$ cat config.mk
export PLATFORM = sky130hd
export DESIGN_NAME = data_stack
export DESIGN_NICKNAME = d
export VERILOG_FILES = /design/src/rtl/data_stack_pkg.sv /design/src/rtl/data_stack_cnt.sv /design/src/rtl/data_stack.sv
export SDC_FILE = /design/constraint.sdc
export NUM_CORES = 1
export LEC_CHECK = 0
export ABC_AREA = 1
export CAP_MARGIN = 0
export CORE_ASPECT_RATIO = 1.75
export CORE_MARGIN = 2
export CORE_UTILIZATION = 62
export CTS_BUF_LIST = sky130_fd_sc_hd__clkbuf_4
export CTS_CLUSTER_SIZE = 25
export DETAILED_ROUTE_END_ITERATION = 8
export GPL_ROUTABILITY_DRIVEN = 1
export PLACE_DENSITY = 0.89
export SLEW_MARGIN = 15
export SYNTH_ARGS = -nofsm -noshare
export SYNTH_HDL_FRONTEND = slang
export SYNTH_SLANG_ARGS = --single-unit
$ cat constraint.sdc
create_clock -name clk -period 1.9 [get_ports clk]
set_input_delay 0.19 -clock clk [delete_from_list [all_inputs] [get_ports clk]]
set_output_delay 0.19 -clock clk [all_outputs]
set_load 0.01 [all_outputs]
$ cat src/rtl/data_stack_pkg.sv
// Shared types and operation encodings for the comproc operand stack.
// The data_stack top and its occupancy counter import this package.
package data_stack_pkg;

    // Operand width of the comproc datapath
    localparam int WORD_W = 16;

    typedef logic [WORD_W-1:0] word_t;

    // Per-cycle operation, encoded as the concatenation {push, pop, load}
    typedef enum logic [2:0] {
        STK_OP_NONE          = 3'b000,
        STK_OP_LOAD          = 3'b001,
        STK_OP_POP           = 3'b010,
        STK_OP_POP_LOAD      = 3'b011,
        STK_OP_PUSH          = 3'b100,
        STK_OP_PUSH_LOAD     = 3'b101,
        STK_OP_PUSH_POP      = 3'b110,
        STK_OP_PUSH_POP_LOAD = 3'b111
    } stk_op_e;

    // Packs the decoder strobes into the operation enum
    function automatic stk_op_e stk_op_decode(input logic push,
                                              input logic pop,
                                              input logic load);
        return stk_op_e'({push, pop, load});
    endfunction

endpackage

$ cat src/rtl/data_stack_cnt.sv
// Saturating up/down occupancy counter for the operand stack.
// Produces cnt, the empty/full decodes and single-cycle raw overflow and
// underflow events; push and pop together cancel and leave cnt unchanged.
module data_stack_cnt
    import data_stack_pkg::*;
#(
    parameter int DEPTH = 16,
    parameter int CNT_W = $clog2(DEPTH + 1)
) (
    input  logic             clk,
    input  logic             rst_n,
    input  logic             push,
    input  logic             pop,
    output logic [CNT_W-1:0] cnt,
    output logic             empty,
    output logic             full,
    output logic             ovf_evt,
    output logic             udf_evt
);

    localparam logic [CNT_W-1:0] CNT_MAX = CNT_W'(DEPTH);
    localparam logic [CNT_W-1:0] CNT_ONE = CNT_W'(1);

    logic             net_push;
    logic             net_pop;
    logic [CNT_W-1:0] cnt_next;

    assign net_push = push & ~pop;
    assign net_pop  = pop & ~push;

    assign empty = (cnt == '0);
    assign full  = (cnt == CNT_MAX);

    // An event is a net move that would cross a boundary; cnt itself saturates
    assign ovf_evt = net_push & full;
    assign udf_evt = net_pop & empty;

    // Next count: step towards the requested direction unless already at the limit
    always_comb begin
        cnt_next = cnt;
        if (net_push && !full) begin
            cnt_next = cnt + CNT_ONE;
        end else if (net_pop && !empty) begin
            cnt_next = cnt - CNT_ONE;
        end
    end

    // Occupancy register, cleared asynchronously
    always_ff @(posedge clk or negedge rst_n) begin
        if (!rst_n) begin
            cnt <= '0;
        end else begin
            cnt <= cnt_next;
        end
    end

endmodule

$ cat src/rtl/data_stack.sv
// Operand (data) stack of the comproc stack CPU.
// Register-array shift stack: e[0] is top of stack, e[1] next of stack.
// Optional sticky overflow/underflow guard flags are built when the macro
// DATA_STACK_GUARD_EN is defined; otherwise the flags are tied low and
// clr_err is ignored. Data and count behaviour are the same either way.
module data_stack
    import data_stack_pkg::*;
#(
    parameter int DEPTH = 16,
    parameter int CNT_W = $clog2(DEPTH + 1)
) (
    input  logic             clk,
    input  logic             rst_n,
    input  logic             pop,
    input  logic             push,
    input  logic             load_stk,
    input  logic [15:0]      data_in,
    input  logic             clr_err,
    output logic [15:0]      stk0,
    output logic [15:0]      stk1,
    output logic [CNT_W-1:0] cnt,
    output logic             empty,
    output logic             full,
    output logic             err_ovf,
    output logic             err_udf
);

    stk_op_e op;
    word_t   e      [DEPTH];
    word_t   e_next [DEPTH];
    logic    ovf_evt;
    logic    udf_evt;

    assign op = stk_op_decode(push, pop, load_stk);

    // Occupancy counter and boundary event detection
    data_stack_cnt #(
        .DEPTH (DEPTH),
        .CNT_W (CNT_W)
    ) u_cnt (
        .clk     (clk),
        .rst_n   (rst_n),
        .push    (push),
        .pop     (pop),
        .cnt     (cnt),
        .empty   (empty),
        .full    (full),
        .ovf_evt (ovf_evt),
        .udf_evt (udf_evt)
    );

    // Next array contents: shifts happen regardless of occupancy, so a push
    // when full drops the bottom entry and a pop when empty pulls zeros up
    always_comb begin
        for (int i = 0; i < DEPTH; i++) begin
            e_next[i] = e[i];
        end
        unique case (op)
            STK_OP_NONE, STK_OP_PUSH_POP: begin
            end
            STK_OP_LOAD, STK_OP_PUSH_POP_LOAD: begin
                e_next[0] = data_in;
            end
            STK_OP_PUSH: begin
                for (int i = 1; i < DEPTH; i++) begin
                    e_next[i] = e[i-1];
                end
            end
            STK_OP_PUSH_LOAD: begin
                for (int i = 1; i < DEPTH; i++) begin
                    e_next[i] = e[i-1];
                end
                e_next[0] = data_in;
            end
            STK_OP_POP: begin
                for (int i = 0; i < DEPTH - 1; i++) begin
                    e_next[i] = e[i+1];
                end
                e_next[DEPTH-1] = '0;
            end
            STK_OP_POP_LOAD: begin
                for (int i = 1; i < DEPTH - 1; i++) begin
                    e_next[i] = e[i+1];
                end
                e_next[0]       = data_in;
                e_next[DEPTH-1] = '0;
            end
            default: begin
            end
        endcase
    end

    // Entry registers, all cleared asynchronously
    always_ff @(posedge clk or negedge rst_n) begin
        if (!rst_n) begin
            for (int i = 0; i < DEPTH; i++) begin
                e[i] <= '0;
            end
        end else begin
            for (int i = 0; i < DEPTH; i++) begin
                e[i] <= e_next[i];
            end
        end
    end

    assign stk0 = e[0];
    assign stk1 = e[1];

`ifdef DATA_STACK_GUARD_EN
    // Sticky error flags; a new event on the same edge as clr_err keeps the flag set
    always_ff @(posedge clk or negedge rst_n) begin
        if (!rst_n) begin
            err_ovf <= 1'b0;
            err_udf <= 1'b0;
        end else begin
            if (ovf_evt) begin
                err_ovf <= 1'b1;
            end else if (clr_err) begin
                err_ovf <= 1'b0;
            end
            if (udf_evt) begin
                err_udf <= 1'b1;
            end else if (clr_err) begin
                err_udf <= 1'b0;
            end
        end
    end
`else
    logic unused_guard;

    assign unused_guard = ^{clr_err, ovf_evt, udf_evt};
    assign err_ovf      = 1'b0;
    assign err_udf      = 1'b0;
`endif

endmodule
==> Word level (Yosys, flattened, before mapping) <==
Cells that the tools add are included.
{ "op_classes": {"reduce_logical": 11, "muxes": 4, "n_lt_le_gt_ge": 0, "shift": 0, "div": 0, "n_mul": 0, "addsub": 2, "bitwise": 4, "n_eq_ne": 7} }
{ "op_table": {"columns": ["operator", "n"], "rows": [
  ["$pmux 240 s2", 1],
  ["$pmux 16 s2", 1],
  ["$mux 5", 2],
  ["$eq 3x3->1 const B", 3],
  ["$eq 3x2->1 const B", 2],
  ["$reduce_bool 2->1", 3],
  ["$add 5x1->5 const B", 1],
  ["$eq 5x5->1 const B", 1],
  ["$logic_not 5->1", 1],
  ["$sub 5x1->5 const B", 1],
  ["$reduce_or 2->1", 2],
  ["$reduce_or 4->1", 1],
  ["$eq 3x1->1 const B", 1],
  ["$and 1x1->1", 2],
  ["$logic_and 1x1->1", 2],
  ["$logic_not 1->1", 2],
  ["$not 1->1", 2]
]} }
{ "totals": {"in_bits": 22, "latch_bits": 0, "reg_bits": 261, "rom_bits": 0, "memories": 0, "ram_bits": 0, "elab_cells": 45} }

==> Depth between registers and ports, before layout <==
Gate-level depths: netlist of run 1.
{ "depth": {"depth_word": 5, "depth_mapped": 12} }

==> By module <==
Synthesis of run 1 repeated with hierarchy kept, for this count alone.
{ "unflattened": {"cells_unflattened": 1972, "hier_area_um2": 13855.8} }
{ "modules_own_cells": {"columns": ["module", "instances", "cells_each", "area_each_um2"], "rows": [
  ["data_stack", 1, 1913, 13360.3],
  ["data_stack_cnt", 1, 59, 495.5]
]} }

==> Worst setup path after synthesis of run 1 <==
OpenSTA, ideal clock, no wires.
{ "synth_path": {"path_type": "reg-to-reg", "start": "register u_cnt.cnt[1]", "end": "register u_cnt.cnt[4]", "setup_time_ns": 0.118, "required_ns": 1.782, "period_less_slack_ns": 1.836, "stages_incl_launch_ff": 12, "slack_ns": 0.064, "arrival_ns": 1.718, "path_cell_list": "dfrtp_1 nor2_1 nand3_1 nand2_2 inv_1 fa_1 nor2_1 nor2_1 nand3_1 nand3_1 nand2_1 nand2_1"} }
{ "synth_between": {"elab_chain_cells": 4, "elab_cells_between_ends": 11} }
{ "synth_lines": {"columns": ["element", "line_no", "text"], "rows": [
  ["start: declaration", "data_stack_cnt.sv:14", "output logic [CNT_W-1:0] cnt,"],
  ["start signal: assignment", "data_stack_cnt.sv:53", "cnt <= cnt_next;"],
  ["branches (longest 4 deep; another with $sub 5x1->5)", null, null]
]} }
Parallel ways; which one is timed is not known. The select of a mux whose other input is x is not followed.
A chain may end at the register's enable or synchronous reset.

==> Worst setup path in the final report of run 1 <==
{ "layout_path": {"start": "register u_cnt.cnt[3]", "end": "output empty"} }
{ "layout_between": {"elab_chain_cells": 1} }
{ "layout_lines": {"columns": ["element", "line_no", "text"], "rows": [
  ["$logic_not 5->1", "data_stack_cnt.sv:31", "assign empty = (cnt == '0);"],
  ["end: declaration", "data_stack.sv:22", "output logic empty,"]
]} }
Every way passes these cells.

==> results of run 1 <==
-- worst max-delay path: cells and delay by family, from the launching register on --
kind	cells	cell delay [ps]
buffers and inverters	2	320
and+or+nand+nor	2	290
DFF	1	390
-- metal layers --
layer	vias up	wire length [µm]	track usage (%)
met1	5169	10900	36.3
li1	4964	-	-
met3	67	1270	4.51
met2	388	14900	46.8
met4	0	714	10.9
met5	-	0	0
-- worst paths after layout --
kind | startpoint | endpoint | slack [ps] | cells after the start
max | u_cnt.cnt[3] | empty | 40 | 4
min | data_in[13] | stk0[13] | 40 | 3
max reg2reg | u_cnt.cnt[0] | u_cnt.cnt[4] | 90 | 12
min reg2reg | e[12] | e[12] | 480 | 2
max in group asynchronous | rst_n | e[57] | 1040 | 3
min in group asynchronous | rst_n | e[4] | 50 | 2
-- stage by stage --
| step | TNS, ps | worst slack (ps) | area (µm²) | power (W) |
|---|---|---|---|---|
| CTS | 0 | 7.68 | 13800 | 0.0165 |
| detailed placement | -1460 | -189 | 13000 | 0.0122 |
| global route | -88.9 | -48.5 | 13800 | 0.0176 |
| global placement | -353 | -178 | 13000 | 0.0119 |
| finish | 0 | 41.1 | 13800 | 0.0166 |
| floorplan | 0 | 63.5 | 12100 | 0.0107 |
-- cells by family (layout without fill, tap and decap cells) --
| family | Yosys count | in the layout |
|---|---|---|
| DFF | 261 | 261 |
| other | 1 | 3 |
| xor gates and xnor gates | 3 | 3 |
| AOI/OAI and AO/OA | 480 | 480 |
| adders and majority gates | 8 | 8 |
| buffers and inverters | 183 | 275 |
| and+or+nand+nor | 532 | 532 |
-- flip-flops by register name, summed over array words and instances (netlist names) --
name       flops
e            224
stk0          16
stk1          16
u_cnt.cnt      5
-- cells in the final DEF (no fill, tap or decap), types with 2 or more instances in the layout --
cell	Yosys	layout
xor2_1	2	2
nor2_2	1	3
ha_1	7	5
nand3_2	0	2
conb_1	1	2
dlymetal6s2s_1	0	8
a21oi_1	452	451
o21ai_1	9	9
clkdlybuf4s50_1	0	39
dlygate4sd2_1	0	9
nand2_1	268	268
nor2_1	208	205
buf_12	0	23
inv_1	38	38
buf_4	47	50
clkbuf_4	0	87
inv_6	0	2
o21ai_0	19	19
ha_4	0	2
dfrtp_1	261	261
clkinv_2	0	4
clkinv_1	0	8
nand3_1	51	49
-- what timing repair did --
action	CTS	global route
gates resized for setup	18	14
buffers inserted	3	3
setup endpoints to repair	11	14
hold buffers	1	0
hold endpoints to repair	261	0
pin swaps	4	1
-- cell type report --
cell class	instances	area (µm²)
Inverter	40	160
Antenna cell	1	2.50
Clock buffer	87	653
Tap cell	241	302
Fill cell	1254	5360
Multi-Input combinational cell	1025	4670
Sequential cell	261	6530
Timing Repair Buffer	133	1450
Clock inverter	15	70.1
-- power groups by stage --
stage / registers (W) / clock network [W] / logic (W)
after floorplan: 0.00798 / 0 / 0.00276
after global placement: 0.00817 / 0 / 0.00371
after detailed placement: 0.00825 / 0 / 0.00396
after CTS: 0.00817 / 0.00436 / 0.00400
after global routing: 0.00840 / 0.00466 / 0.00457
final: 0.00821 / 0.00429 / 0.00406
==> impl_metrics.toml, run 1 <==
[run_status]
status = "finished, final reports clean"

[pwr]
swShare_pct = 34.1
power_switching_w = 0.00565
pwr-share-seq_pct = 49.6
share_comb_of_total_power_pct = 24.5
power.density_nw_per_um2 = 1200
leakagePower_nw = 6.59
ir_drop_mv = 1.10
internal_power_w = 0.0109
power_frac_clock_pct = 25.9

[worst_setup_path]
crit_chain = "nor2_2 -> nand3_2 -> inv_1 -> clkdlybuf4s15_1"
crit_arrival_ps = 1670
slowest_stage = "dfrtp_1"
critPathKind = "reg2out"
crit_path_end_kind = "output pin"
crit_required_ps = 1710
max_stage_delay_ps = 390
crit_path_max_fanout = 2
cp-start-kind = "flip-flop"

[route]
firstDrtPassIters = 5
vias = 10600
viasPerCell = 5.87
totalWireLength_um = 27800
antenna_left = 0
drtIter0Drc = 776
wl_per_cell_um = 15.4
drcViolationCount = 0

[floorplanning]
die_area_um2 = 20700
io_pins = 63
fp.dieH_um = 189
chipWidth_um = 110
num_rows = 67
start_util_pct = 63.1
core_um2 = 19200

[clock_network]
clock_sinks = 261
cts_buffers = 58
cts_root_buffer = "clkbuf_4"
cts_buffer_depth = 3
cts_tree = "built"
cts.clk_slew.worst_paths_ps = 70
h-tree-depth = 2
clock_latency_ps = 720

[placement]
hpwl_um = 16900
io_buffers = 59
dp.cells = 1693
finalWeightedCongestion = 0.803

[synth]
synth.ff_latch_count = 261
syn_inst = 1468
ys.flop_type = "dfrtp_1"
yosysSeqAreaShare_pct = 53.9
avgSynthCellArea_um2 = 8.26
yosysTopAreaCellShare_pct = 53.9
synth_common_cells = "452 x a21oi_1, 268 x nand2_1, 261 x dfrtp_1"
synth_top_family_by_area = "compound AO/OA/AOI/OAI gates"
postSynth.asyncResetShare_pct = 100
synthSimpleGateAreaFrac_pct = 17.1
synth_xor_area_share_pct = 0.217
synth_top_area_cell = "dfrtp_1"
yosysMostFrequentCell = "a21oi_1"
syn_area_um2 = 12100
synth_area_leaders = "dfrtp_1 54%, a21oi_1 19%, nand2_1 8.3%"
synth_edf_count = 0
yosys_warnings = 0
synth_compound_area_share_pct = 19.8
synth_fa_ha_area_share_pct = 0.888
synth.area.mux_share_pct = 0
synth.distinct_cells = 22

[timing]
rsz0062_at_grt = "true"
worst_pin_slew_ps = 1050
hold_ws_ps = 36.7
timing.fmax_mhz = 538
maxSlewHeadroom_pct = 29.9
post-route-min-period_ps = 1860
finalHoldViolations = 0
slew_viol_final = 0
setup_viol = 0
post-route-period-util_pct = 97.8
fin_skew_ps = 42.8

[grt]
antenna_found_initial = 1
grt_pass1_vias = 10500
grt-ovfl-total = 0
grt_pass1_wl_um = 47800
grt_use_total_pct = 28.0
grt_max_degree = 67

[final_layout]
syn2layout_area_growth_pct = 14.2
layoutNonFillerInstCount = 1803
num-nets-final = 1549
drive_gt1_share_pct = 11.7
fin_util_pct = 72.1

[run]
drv_cap = 0

[min_path]
hold_path.class = "in2reg"
Note: power is estimated with default switching activity, not from simulation.
==> run 2: changes to the inputs <==
- CTS_BUF_LIST: sky130_fd_sc_hd__clkbuf_4 -> sky130_fd_sc_hd__clkbuf_2 sky130_fd_sc_hd__clkbuf_4 sky130_fd_sc_hd__clkbuf_8
- HOLD_SLACK_MARGIN: not set -> 0.1
==> run 2 against run 1 <==
Net effect:
- the run now ends with setup timing left
- first-iteration DRC count up 11%
- non-clock buffer count decreased by 2
- combinational power rose by 4%
- via count barely moved
- clock power grew 12%
- hold slack better by 180 ps
- global-route usage decreased by 0.35 points
- final cell count fell by 2.2%
- die area unchanged
- sequential power is essentially flat
- setup slack got worse by 140 ps
- largest power group unchanged
==> impl_metrics.toml, run 2 (synthesis results as in run 1) <==
[pwr]
leakagePower_nw = 6.50
pwr-share-seq_pct = 47.7
power.density_nw_per_um2 = 1240
share_comb_of_total_power_pct = 24.5
ir_drop_mv = 1.01
power_switching_w = 0.00570
swShare_pct = 33.0
power_frac_clock_pct = 27.8
internal_power_w = 0.0116

[final_layout]
largest_reg_flops = 224
final_common_cell = "a21oi_1"
num_antenna_cells = 0
syn2layout_area_growth_pct = 15.0
num-nets-final = 1527
regMostFlops = "e"
n_fill_cell = 1205
drive_gt1_share_pct = 10.2
final_cell_mix = "451 x a21oi_1, 267 x nand2_1, 261 x dfrtp_1, 205 x nor2_1, 56 x clkdlybuf4s50_1"

[timing]
post-route-min-period_ps = 2000
hold_ws_ps = 218
fin_skew_ps = 21.2
finalHoldViolations = 0
timing.fmax_mhz = 499
setup_viol = 2
fin_ws_ps = -102
worst_pin_slew_ps = 1040
rsz0062_at_grt = "true"
post-route-period-util_pct = 105
maxSlewHeadroom_pct = 30.3
slew_viol_final = 0

[grt]
antenna_found_initial = 0
grt_max_degree = 67
grt_use_total_pct = 27.6
grt-ovfl-total = 0
grt_pass1_wl_um = 47700
grt_pass1_vias = 10400

[route]
totalWireLength_um = 28400
vias = 10600
drcViolationCount = 0
drtIter0Drc = 863
antenna_left = 0
wl_per_cell_um = 16.1
viasPerCell = 6.00
firstDrtPassIters = 5

[clock_network]
cts_root_buffer = "clkbuf_8"
h-tree-depth = 2
cts_tree = "built"
cts_buffers = 38
clock_latency_ps = 520
cts.clk_slew.worst_paths_ps = 60
clock_sinks = 261
cts_buffer_depth = 3

[floorplanning]
start_util_pct = 63.1
chipWidth_um = 110
core_um2 = 19200
io_pins = 63
die_area_um2 = 20700
fp.dieH_um = 189
num_rows = 67

[worst_setup_path]
critical_path.most_common_cell = "buf_6"
rr_worst_depth = 10
max_stage_delay_ps = 400
crit_required_ps = 2330
crit_path_max_fanout = 5
slowest_stage = "dfrtp_1"
crit_arrival_ps = 2430
crit_chain = "nor2_2 -> nand3_2 -> buf_6 -> nand2_8 -> buf_6 -> ha_1 -> a21oi_2 -> nand2_1 -> xnor2_1 -> a21oi_1"
cp-start-kind = "flip-flop"
critPathKind = "reg2reg"
cp_top_family = "simple AND/OR/NAND/NOR gates"
cp.depth = 10
critical_path_buf_inv_count = 2
crit_path_end_kind = "flip-flop"

[run_status]
status = "finished, violations left"
violations = "setup timing"

[run]
drv_cap = 0

[placement]
hpwl_um = 16900
place_ws_ps = -189
finalWeightedCongestion = 0.803
io_buffers = 59

[min_path]
hold_path.class = "in2async"
## run 2: changes by cell type in the layout (fill, tap and decap cells not counted), moves of 2 or more
cell	change
buf_4	-4
dlymetal6s2s_1	-8
dlygate4sd2_1	-7
buf_6	+2
clkbuf_8	+49
clkbuf_4	-76
clkinv_1	-8
clkdlybuf4s50_1	+17
## run 2: per-stage QoR
stage                     instances  utilization, %  area (µm²)  power (W)  TNS (ps)
after floorplan                1469               -       12100     0.0107         0
after CTS                      1763            72.3       13900     0.0171         0
after global routing           1764            72.6       13900     0.0182      -284
after detailed placement       1693            67.8       13000     0.0122     -1460
after global placement         1693            67.8       13000     0.0119      -353
final                          1764            72.6       13900     0.0173      -138
## run 2: final cells by class
class | count | area (µm²) | area share [%]
Sequential cell | 261 | 6530 | 46.8
Multi-Input combinational cell | 1025 | 4700 | 33.7
Timing Repair Buffer | 131 | 1430 | 10.3
Clock buffer | 60 | 757 | 5.43
Tap cell | 241 | 302 | 2.16
Inverter | 40 | 160 | 1.15
Clock inverter | 6 | 61.3 | 0.440
## run 2: layer usage
layer / routed length, µm / part of all wire (%) / track usage [%]
met1: 11200 / 40 / 37.2
met2: 14900 / 53 / 45.6
met3: 1340 / 4.7 / 3.24
met4: 913 / 3.2 / 11.1
met5: 0 / 0 / 0
## run 2: worst reg2reg max path, cell delays in order (launching register included)
cell and delay, ps:
dfrtp_1 400, nor2_2 150, nand3_2 110, buf_6 140, nand2_8 70, buf_6 110
ha_1 280, a21oi_2 220, nand2_1 90, xnor2_1 140, a21oi_1 200
## run 2: power groups by stage
| stage | clock network, W | registers, W | logic, W |
|---|---|---|---|
| after detailed placement | 0 | 0.00825 | 0.00396 |
| after CTS | 0.00484 | 0.00819 | 0.00406 |
| final | 0.00480 | 0.00822 | 0.00423 |
| after global placement | 0 | 0.00817 | 0.00371 |
| after floorplan | 0 | 0.00798 | 0.00276 |
| after global routing | 0.00509 | 0.00842 | 0.00471 |
## run 2: worst paths after layout
check                                   from           end  slack, ps
worst min register to register         e[11]         e[11]        480
worst max-delay path            u_cnt.cnt[1]  u_cnt.cnt[3]       -100
worst min-delay path                   rst_n         e[78]        220
min in group clk                 data_in[11]      stk0[11]        230
worst max register to register  u_cnt.cnt[1]  u_cnt.cnt[3]       -100
max in group asynchronous              rst_n        e[105]        870
## run 2: repair_timing
action                                  CTS  global route
hold buffers                              1             0
endpoints found under the hold margin   180             0
endpoints found under the setup margin    3             2
pin swaps                                 4             5
buffers inserted                          3             1
resized for setup                         6            11
==> run 3: changes to the inputs <==
- CORE_UTILIZATION: 62 -> 63
- PLACE_DENSITY: 0.89 -> 0.9
- SYNTH_HIERARCHICAL: not set -> 1
==> run 3 against run 2 <==
Net effect:
- the flow now finishes without violations
- sequential power down 3.8%
- critical path depth shrank 9
- via count rose by 13%
- core utilization is 0.60 points lower
- clock skew up 9.6 ps
- wire length up 5.2%
- setup slack better by 150 ps
- synthesized area up 14%
- flip-flop and latch count unchanged
- die area up 12%
- fmax is 8.0% higher
==> impl_metrics.toml, run 3 <==
[run_status]
status = "finished, final reports clean"

[floorplanning]
core_um2 = 21500
io_pins = 63
die_area_um2 = 23200
start_util_pct = 64.4
num_rows = 71
chipWidth_um = 116
fp.dieH_um = 200

[timing]
setup-tns-final_ps = 0
fin_skew_ps = 30.8
setup_viol = 0
maxSlewHeadroom_pct = 63.8
post-route-min-period_ps = 1850
timing.fmax_mhz = 539
finalHoldViolations = 0
post-route-period-util_pct = 97.6
slew_viol_final = 0
rsz0062_at_grt = "false"
worst_pin_slew_ps = 542

[worst_setup_path]
cp_top_family = "buffers and inverters"
slowest_stage = "clkdlybuf4s50_1"
cp-start-kind = "flip-flop"
crit_arrival_ps = 1660
critical_path_buf_inv_count = 1
crit_path_end_kind = "output pin"
max_stage_delay_ps = 660
crit_chain = "clkdlybuf4s50_1"
crit_path_max_fanout = 4
critPathKind = "reg2out"
crit_required_ps = 1710

[route]
totalWireLength_um = 29900
drtIter0Drc = 1096
antenna_left = 0
firstDrtPassIters = 6
wl_per_cell_um = 13.0
vias = 12000
viasPerCell = 5.20
drcViolationCount = 0

[grt]
grtUsageMet2_pct = 45.7
busiest_layer = "met2"
met1_usage_pct = 32.7
antenna_found_initial = 0
grt_max_degree = 57
grt-ovfl-total = 0
grt_pass1_wl_um = 51800
grt_use_total_pct = 26.6
grt_pass1_vias = 11900
use_met3_pct = 3.60

[pwr]
internal_power_w = 0.0116
power.density_nw_per_um2 = 1140
share_comb_of_total_power_pct = 29.3
total_power_w = 0.0177
power_frac_clock_pct = 26.1
ir_drop_mv = 0.565
pwr-share-seq_pct = 44.7
power_switching_w = 0.00612
leakagePower_nw = 8.91
swShare_pct = 34.6

[final_layout]
regMostFlops = "e"
num_antenna_cells = 0
final_cell_mix = "992 x nand2_1, 265 x nand3_1, 263 x inv_1, 258 x dfrtp_1, 56 x clkdlybuf4s50_1"
fin_util_pct = 72.0
largest_reg_flops = 224
drive_gt1_share_pct = 7.26
final_common_cell = "nand2_1"
design_area_um2 = 15500
syn2layout_area_growth_pct = 11.8
num-nets-final = 2012

[synth]
syn_inst = 1970
avgSynthCellArea_um2 = 7.03
yosys_warnings = 6
syn_area_um2 = 13800

[clock_network]
cts_tree = "built"
cts.clk_slew.worst_paths_ps = 70
cts_buffers = 37
clock_sinks = 261
cts_root_buffer = "clkbuf_8"
h-tree-depth = 2
cts_buffer_depth = 3
clock_latency_ps = 560

[min_path]
hold_path.class = "in2async"

[placement]
hpwl_um = 19200
io_buffers = 59
finalWeightedCongestion = 0.792
postPlaceCellArea_um2 = 14700

[run]
drv_cap = 0
==> run 3: path summary, 6_finish.rpt <==
path	start	endpoint	slack, ps	cells after the start
setup / recovery	stk1[5]	stk1[5]	50	1
min in group clk	data_in[4]	stk0[4]	280	5
hold / removal	rst_n	e[58]	190	2
setup reg to reg	u_cnt/cnt[3]	u_cnt/cnt[3]	180	9
max in group asynchronous	rst_n	e[17]	1040	3
hold reg to reg	e[68]	e[68]	470	2
==> run 3: metal layers <==
metal  share of wire [%]  wire length, µm
met1                  41            12100
met5                   0                0
met3                 4.3             1300
met4                 3.3              993
met2                  52            15500
==> run 3: stage by stage <==
step	hold slack, ps	setup WS [ps]	std cells
final	194	46.1	2302
after global placement	159	5.58	2237
after floorplan	-106	210	1971
after detailed placement	168	11.5	2237
after global routing	220	0.425	2302
after CTS	178	24.8	2302
==> run 3: area by class of cell <==
type                    instances  area (µm²)
clock buffers                  62         766
flip-flops and latches        261        6540
well taps                     292         365
multi-input cells            1297        5400
clock inverters                 2        12.5
fillers                      1514        6010
inverters                     268        1020
repair buffers                120        1390
==> run 3: what timing repair did <==
item | 4_1_cts | 5_1_grt
hold buffers | 1 | 0
buffers inserted | 0 | 0
gates resized for setup | 5 | 0
setup endpoints to repair | 3 | 0
hold endpoints to repair | 261 | 0
==> run 3: power groups by stage <==
stage | clock network [W] | registers (W) | logic (W)
floorplan | 0 | 0.00779 | 0.00373
finish | 0.00462 | 0.00791 | 0.00518
global placement | 0 | 0.00788 | 0.00487
global route | 0.00491 | 0.00808 | 0.00592
detailed placement | 0 | 0.00797 | 0.00510
CTS | 0.00468 | 0.00789 | 0.00520
